--- config.mk ---
export PLATFORM = sky130hd
export DESIGN_NAME = lmsm_sequencer_flat
export DESIGN_NICKNAME = d
export VERILOG_FILES = /design/src/rtl/lmsm_sequencer_if.sv /design/src/rtl/lmsm_sequencer.sv /design/src/flat_wrapper.sv
export SDC_FILE = /design/constraint.sdc
export NUM_CORES = 1
export LEC_CHECK = 0
export CORE_MARGIN = 8
export CORE_UTILIZATION = 43
export CTS_BUF_LIST = sky130_fd_sc_hd__clkbuf_16
export CTS_CLUSTER_SIZE = 8
export DETAILED_ROUTE_END_ITERATION = 7
export PLACE_DENSITY = 0.75
export REMOVE_ABC_BUFFERS = 1
export SLEW_MARGIN = 20
export SYNTH_ARGS = -nofsm -noshare
export SYNTH_HDL_FRONTEND = slang
export SYNTH_SLANG_ARGS = --single-unit
--- constraint.sdc ---
create_clock -name clk -period 2 [get_ports clk]
set_input_delay 0.2 -clock clk [delete_from_list [all_inputs] [get_ports clk]]
set_output_delay 0.2 -clock clk [all_outputs]
set_load 0.005 [all_outputs]
--- src/rtl/lmsm_sequencer_if.sv ---
// -----------------------------------------------------------------------------
// lmsm_sequencer_if
//   Bundles the request, memory and register-file signals of the load-multiple /
//   store-multiple sequencer so they can be passed as a single port.
//
//   Signals
//     start      : one-cycle request to begin an LM/SM (requester -> sequencer)
//     is_store   : 1 = store-multiple, 0 = load-multiple (sampled with start)
//     mask       : register-select bitmap, bit i selects R[i] (sampled with start)
//     base_addr  : first memory address (sampled with start)
//     mem_ready  : memory completes the current access this cycle
//     busy       : sequencer is not idle
//     reg_addr   : register-file index of the current transfer
//     mem_addr   : memory address of the current transfer
//     mem_read   : memory read request (LM)
//     mem_write  : memory write request (SM)
//     rf_wen     : register-file write strobe for LM data
//     done       : one-cycle completion pulse
//
//   Modports
//     master : requester / memory side (drives start, operands, mem_ready)
//     slave  : the sequencer itself
// -----------------------------------------------------------------------------
interface lmsm_sequencer_if #(
  parameter int ADDR_W = 16
);
  logic              start;
  logic              is_store;
  logic [7:0]        mask;
  logic [ADDR_W-1:0] base_addr;
  logic              mem_ready;
  logic              busy;
  logic [2:0]        reg_addr;
  logic [ADDR_W-1:0] mem_addr;
  logic              mem_read;
  logic              mem_write;
  logic              rf_wen;
  logic              done;

  modport master (
    output start,
    output is_store,
    output mask,
    output base_addr,
    output mem_ready,
    input  busy,
    input  reg_addr,
    input  mem_addr,
    input  mem_read,
    input  mem_write,
    input  rf_wen,
    input  done
  );

  modport slave (
    input  start,
    input  is_store,
    input  mask,
    input  base_addr,
    input  mem_ready,
    output busy,
    output reg_addr,
    output mem_addr,
    output mem_read,
    output mem_write,
    output rf_wen,
    output done
  );
endinterface

--- src/rtl/lmsm_sequencer.sv ---
// -----------------------------------------------------------------------------
// lmsm_sequencer
//   Walks the register-select mask of a load-multiple / store-multiple
//   instruction, issuing one memory access per selected register at
//   consecutive addresses, lowest register index first. Unselected registers
//   are skipped without costing a cycle. mem_ready=0 stalls the current
//   transfer with every output held.
//
//   Ports
//     clk       : single clock, all state changes on its rising edge
//     proc_rst  : asynchronous, active-high reset
//     bus       : lmsm_sequencer_if.slave (request, memory, register-file I/O)
//     wb_en     : (LMSM_WRITEBACK_EN only) base-register writeback strobe,
//                 pulses together with done
//     wb_addr   : (LMSM_WRITEBACK_EN only) base_addr + popcount(mask),
//                 modulo 2^ADDR_W
//
//   Configuration
//     LMSM_WRITEBACK_EN : when defined, adds the wb_en / wb_addr outputs.
//                         When undefined those ports do not exist and the
//                         rest of the behaviour is unchanged.
// -----------------------------------------------------------------------------
module lmsm_sequencer #(
  parameter int ADDR_W = 16
) (
  input  logic              clk,
  input  logic              proc_rst,
  lmsm_sequencer_if.slave   bus
`ifdef LMSM_WRITEBACK_EN
  ,
  output logic              wb_en,
  output logic [ADDR_W-1:0] wb_addr
`endif
);

  typedef enum logic [1:0] {
    IDLE   = 2'd0,
    ACCESS = 2'd1,
    DONE   = 2'd2
  } state_t;

  localparam logic [ADDR_W-1:0] ADDR_ONE = {{(ADDR_W-1){1'b0}}, 1'b1};

  // Index of the lowest set bit; bit 0 has the highest priority.
  // An all-zero mask yields 0.
  function automatic logic [2:0] lowest_set(input logic [7:0] m);
    logic [2:0] idx;
    idx = 3'd0;
    for (int i = 7; i >= 0; i--) begin
      if (m[i]) idx = i[2:0];
    end
    return idx;
  endfunction

  // Remove the lowest set bit (the register just serviced).
  function automatic logic [7:0] clear_lowest(input logic [7:0] m);
    return m & (m - 8'd1);
  endfunction

  state_t            state;
  state_t            state_nxt;

  // Latched operands. mask_p0 holds the registers still to be transferred and
  // addr_p0 the address of the next transfer; after the last transfer addr_p0
  // has advanced by popcount(mask), which is exactly the writeback value.
  logic [7:0]        mask_p0;
  logic [ADDR_W-1:0] addr_p0;
  logic              store_p0;

  logic              load;
  logic              advance;

  logic              busy_c;
  logic [2:0]        reg_addr_c;
  logic              mem_read_c;
  logic              mem_write_c;
  logic              rf_wen_c;
  logic              done_c;

  // ---------------------------------------------------------------------------
  // State and operand registers
  // ---------------------------------------------------------------------------
  always_ff @(posedge clk or posedge proc_rst) begin
    if (proc_rst) begin
      state    <= IDLE;
      mask_p0  <= 8'd0;
      addr_p0  <= '0;
      store_p0 <= 1'b0;
    end else begin
      state <= state_nxt;
      if (load) begin
        mask_p0  <= bus.mask;
        addr_p0  <= bus.base_addr;
        store_p0 <= bus.is_store;
      end else if (advance) begin
        mask_p0  <= clear_lowest(mask_p0);
        addr_p0  <= addr_p0 + ADDR_ONE;
      end
    end
  end

  // ---------------------------------------------------------------------------
  // Next-state and output decode
  // ---------------------------------------------------------------------------
  always_comb begin
    state_nxt   = state;
    load        = 1'b0;
    advance     = 1'b0;
    busy_c      = 1'b0;
    reg_addr_c  = 3'd0;
    mem_read_c  = 1'b0;
    mem_write_c = 1'b0;
    rf_wen_c    = 1'b0;
    done_c      = 1'b0;

    unique case (state)
      IDLE: begin
        if (bus.start) begin
          load = 1'b1;
          // An empty mask still produces a single DONE cycle.
          state_nxt = (bus.mask == 8'd0) ? DONE : ACCESS;
        end
      end

      ACCESS: begin
        busy_c      = 1'b1;
        reg_addr_c  = lowest_set(mask_p0);
        mem_read_c  = ~store_p0;
        mem_write_c = store_p0;
        if (bus.mem_ready) begin
          advance  = 1'b1;
          // Load data is on the bus in the completing cycle only.
          rf_wen_c = ~store_p0;
          if (clear_lowest(mask_p0) == 8'd0) begin
            state_nxt = DONE;
          end
        end
      end

      DONE: begin
        busy_c    = 1'b1;
        done_c    = 1'b1;
        state_nxt = IDLE;
      end

      default: begin
        state_nxt = IDLE;
      end
    endcase
  end

  assign bus.busy      = busy_c;
  assign bus.reg_addr  = reg_addr_c;
  assign bus.mem_addr  = addr_p0;
  assign bus.mem_read  = mem_read_c;
  assign bus.mem_write = mem_write_c;
  assign bus.rf_wen    = rf_wen_c;
  assign bus.done      = done_c;

`ifdef LMSM_WRITEBACK_EN
  assign wb_en   = done_c;
  assign wb_addr = addr_p0;
`endif

endmodule

--- src/flat_wrapper.sv ---
// flat-port wrapper written by rule: the top's interface ports become plain ports
module lmsm_sequencer_flat 
#(
  parameter int ADDR_W = 16
)
  (clk, proc_rst, bus_start, bus_is_store, bus_mask, bus_base_addr, bus_mem_ready, bus_busy, bus_reg_addr, bus_mem_addr, bus_mem_read, bus_mem_write, bus_rf_wen, bus_done);
  lmsm_sequencer_if #(.ADDR_W(ADDR_W)) bus_i ();
  input  logic clk;
  input  logic proc_rst;
  input wire logic [$bits(bus_i.start)-1:0] bus_start;
  input wire logic [$bits(bus_i.is_store)-1:0] bus_is_store;
  input wire logic [$bits(bus_i.mask)-1:0] bus_mask;
  input wire logic [$bits(bus_i.base_addr)-1:0] bus_base_addr;
  input wire logic [$bits(bus_i.mem_ready)-1:0] bus_mem_ready;
  output wire logic [$bits(bus_i.busy)-1:0] bus_busy;
  output wire logic [$bits(bus_i.reg_addr)-1:0] bus_reg_addr;
  output wire logic [$bits(bus_i.mem_addr)-1:0] bus_mem_addr;
  output wire logic [$bits(bus_i.mem_read)-1:0] bus_mem_read;
  output wire logic [$bits(bus_i.mem_write)-1:0] bus_mem_write;
  output wire logic [$bits(bus_i.rf_wen)-1:0] bus_rf_wen;
  output wire logic [$bits(bus_i.done)-1:0] bus_done;
  assign bus_i.start = bus_start;
  assign bus_i.is_store = bus_is_store;
  assign bus_i.mask = bus_mask;
  assign bus_i.base_addr = bus_base_addr;
  assign bus_i.mem_ready = bus_mem_ready;
  assign bus_busy = bus_i.busy;
  assign bus_reg_addr = bus_i.reg_addr;
  assign bus_mem_addr = bus_i.mem_addr;
  assign bus_mem_read = bus_i.mem_read;
  assign bus_mem_write = bus_i.mem_write;
  assign bus_rf_wen = bus_i.rf_wen;
  assign bus_done = bus_i.done;
  lmsm_sequencer #(.ADDR_W(ADDR_W)) u_core (.clk(clk), .proc_rst(proc_rst), .bus(bus_i));
endmodule
==> impl_metrics.csv <==
group,metric,value,unit
routing,avgViaCountPerCell,5.50,
worst_setup_path,arrival,1.73,ns
power,power_leakage,1.04,nW
worst_setup_path,slowest_stage,"clkdlybuf4s50_1",
synth,yosys.area.top_type_share,0.397,
timing,postLayoutSetupSlackWorst,0.0665,ns
routing,drc,0,
worst_setup_path,cp.depth,6,
synth,async_flop_share,1.00,
floorplanning,design.die.area,6230,µm²
finish,areaGrowthSynthToFinish,45.4,%
floorplanning,placementRows,23,
timing,tightest_slew,0.508,ns
clock_tree,insertion_delay,0.26,ns
routing,routed-wl-met2,2280,µm
worst_setup_path,startpoint_type,"flip-flop",
clock_tree,path_clk_slew,0.07,ns
outcome,outcome,"finished clean",
synth,synth_top_area_cell,"dfrtp_1",
placement,portBuffers,52,
flow_run,maxCapViolCount,0,
timing,fmax,0.517,GHz
power,power.density,1350,nW/µm²
routing,route.met3.wl,399,µm
finish,drive_above_1_share,0.119,
timing,hold_viol,0,
routing,drt_first_iter_violations,47,
routing,routed_wl,4720,µm
worst_setup_path,critPathTopFamily,"buffers and inverters",
clock_tree,clockRootBuffer,"clkbuf_16",
global_route,grt_max_degree,28,
worst_setup_path,cp_num_buf_inv,4,
clock_tree,h-tree-depth,1,
routing,route.top_layer_used,"met4",
global_route,grt_pass1_wl,7930,µm
routing,firstDrtPassIters,4,
synth,ys.flop_type,"dfrtp_1",
clock_tree,hold_buffers,0,
placement,hpwl,3580,µm
worst_setup_path,cpPeakStageDelay,0.50,ns
power,peakVddDrop,0.614,mV
finish,final_common_cell,"clkdlybuf4s50_1",
finish,final_core_util,0.632,
clock_tree,cts_buffer_depth,2,
worst_setup_path,critical_path_class,"reg -> out",
floorplanning,die_x,78.9,µm
synth,synthCells,199,
finish,fin_area,2470,µm²
timing,slew_headroom,0.658,
worst_setup_path,required,1.80,ns
synth,ys.warnings.count,0,
global_route,track_usage,0.152,
floorplanning,die_y,78.9,µm
routing,wl_per_cell,15.2,µm
timing,fin_crit,1.93,ns
timing,fin_skew,0.00360,ns
routing,wl_met1,1980,µm
floorplanning,initial_core_util,0.435,
finish,nNetsFinal,295,
synth,syn_area_per_cell,8.55,µm²
global_route,first_global_vias,1739,
placement,placed_cells,303,
worst_setup_path,path_cells,"inv_1, ha_2, buf_6, buf_4, and2_1, clkdlybuf4s50_1",
synth,synth_edf_count,0,
placement,gp_congestion,0.848,
clock_tree,cts_made_buffers,3,
worst_setup_path,r2r.worst_path.cells,9,
timing,final.setup.tns,0,ns
global_route,grt-ovfl-total,0,
synth,synth.distinct_cells,43,
synth,synth_area_leaders,"dfrtp_1 40%, nand2_1 8.6%, o21ai_0 5.9%",
floorplanning,core,3910,µm²
timing,slew_violations,0,
finish,antenna_cells,0,
power,total_power,3.34,mW
floorplanning,pin_count,53,
placement,placed_area,2330,µm²
finish,final_cells,311,
finish,nFillCells,360,
timing,whs,0.303,ns
synth,synth.cell_area,1700,µm²
timing,finalSetupViolCount,0,
clock_tree,cts_tree,"done",
clock_tree,cts.sinks,27,
routing,detail-route-antenna-nets,0,
synth,ys_ff_latch,27,
worst_hold_path,hp-class,"in -> async",
finish,final_cell_mix,"48 x clkdlybuf4s50_1, 38 x nand2_1, 26 x dfrtp_1",
routing,num_vias,1711,
worst_setup_path,cp-end-kind,"output pin",
global_route,grt_antenna_before_repair,0,
worst_setup_path,cp_max_fo,6,
timing,min_period_over_period,0.967,
synth,ys_seq_area_frac,0.397,
placement,place_ws,0.140,ns
[logic make-up after synthesis]
family | after synthesis | share of synthesized area
multiplexers | 2 | 0.0118
AO/OA/AOI/OAI | 40 | 0.158
flip-flops | 27 | 0.397
AND/OR/NAND/NOR | 94 | 0.285
XOR/XNOR | 12 | 0.0618
adder cells (fa/ha/maj) | 5 | 0.0353
buffers and inverters | 19 | 0.0515
[what timing repair did]
action	CTS	global route
endpoints found under the setup margin	4	3
setup buffers	1	3
pin swaps	1	1
gates resized for setup	8	4
[synthesized netlist by cell type (3+ instances only)]
master	count
and2_1	4
clkbuf_1	6
nor2_1	8
inv_1	6
and4_1	5
nand4_1	8
o21ai_0	20
dfrtp_1	27
xnor2_1	3
nand2_1	39
nand3_1	12
ha_1	4
nor4_1	5
buf_4	3
xor2_1	9
buf_2	4
nor3_1	4
[layer usage]
metal | up-vias | global-route usage
met3 | 6 | 0.0463
li1 | 836 | -
met2 | 58 | 0.259
met4 | 0 | 0.0370
met1 | 811 | 0.182
met5 | - | 0
[where the power goes]
group | switching (mW) | internal, mW
combinational | 0.753 | 0.965
sequential | 0.362 | 0.804
clock | 0.188 | 0.272
[cell type report]
type | instances | area [µm²] | share of cell area
clock inverter | 1 | 7.51 | 0.00303
timing repair buffer | 71 | 673 | 0.272
clock buffer | 3 | 75.1 | 0.0303
tap | 50 | 62.6 | 0.0253
inverter | 6 | 22.5 | 0.00910
sequential | 27 | 677 | 0.274
multi-input combinational | 153 | 956 | 0.386
[tightest hold or removal path: cells and delay by family]
kind	cells	cell delay [ns]
buffers and inverters	3	0.77
[registers in the layout, indices dropped and copies added, names as in the netlist]
register,flops
u_core.store_p0,1
u_core.state,2
u_core.mask_p0,8
u_core.bus.mem_addr,16
[worst paths after layout]
| path | startpoint | endpoint | slack, ns |
|---|---|---|---|
| worst max-delay path | u_core.state[1] | bus_mem_write | 0.07 |
| max in group asynchronous | proc_rst | u_core.mask_p0[7] | 1.41 |
| worst max register to register | u_core.state[1] | u_core.bus.mem_addr[15] | 0.18 |
| worst min register to register | u_core.store_p0 | u_core.store_p0 | 0.53 |
| min in group clk | bus_is_store | u_core.store_p0 | 0.47 |
| worst min-delay path | proc_rst | u_core.mask_p0[5] | 0.30 |
Power figures use the tool's default switching activity.
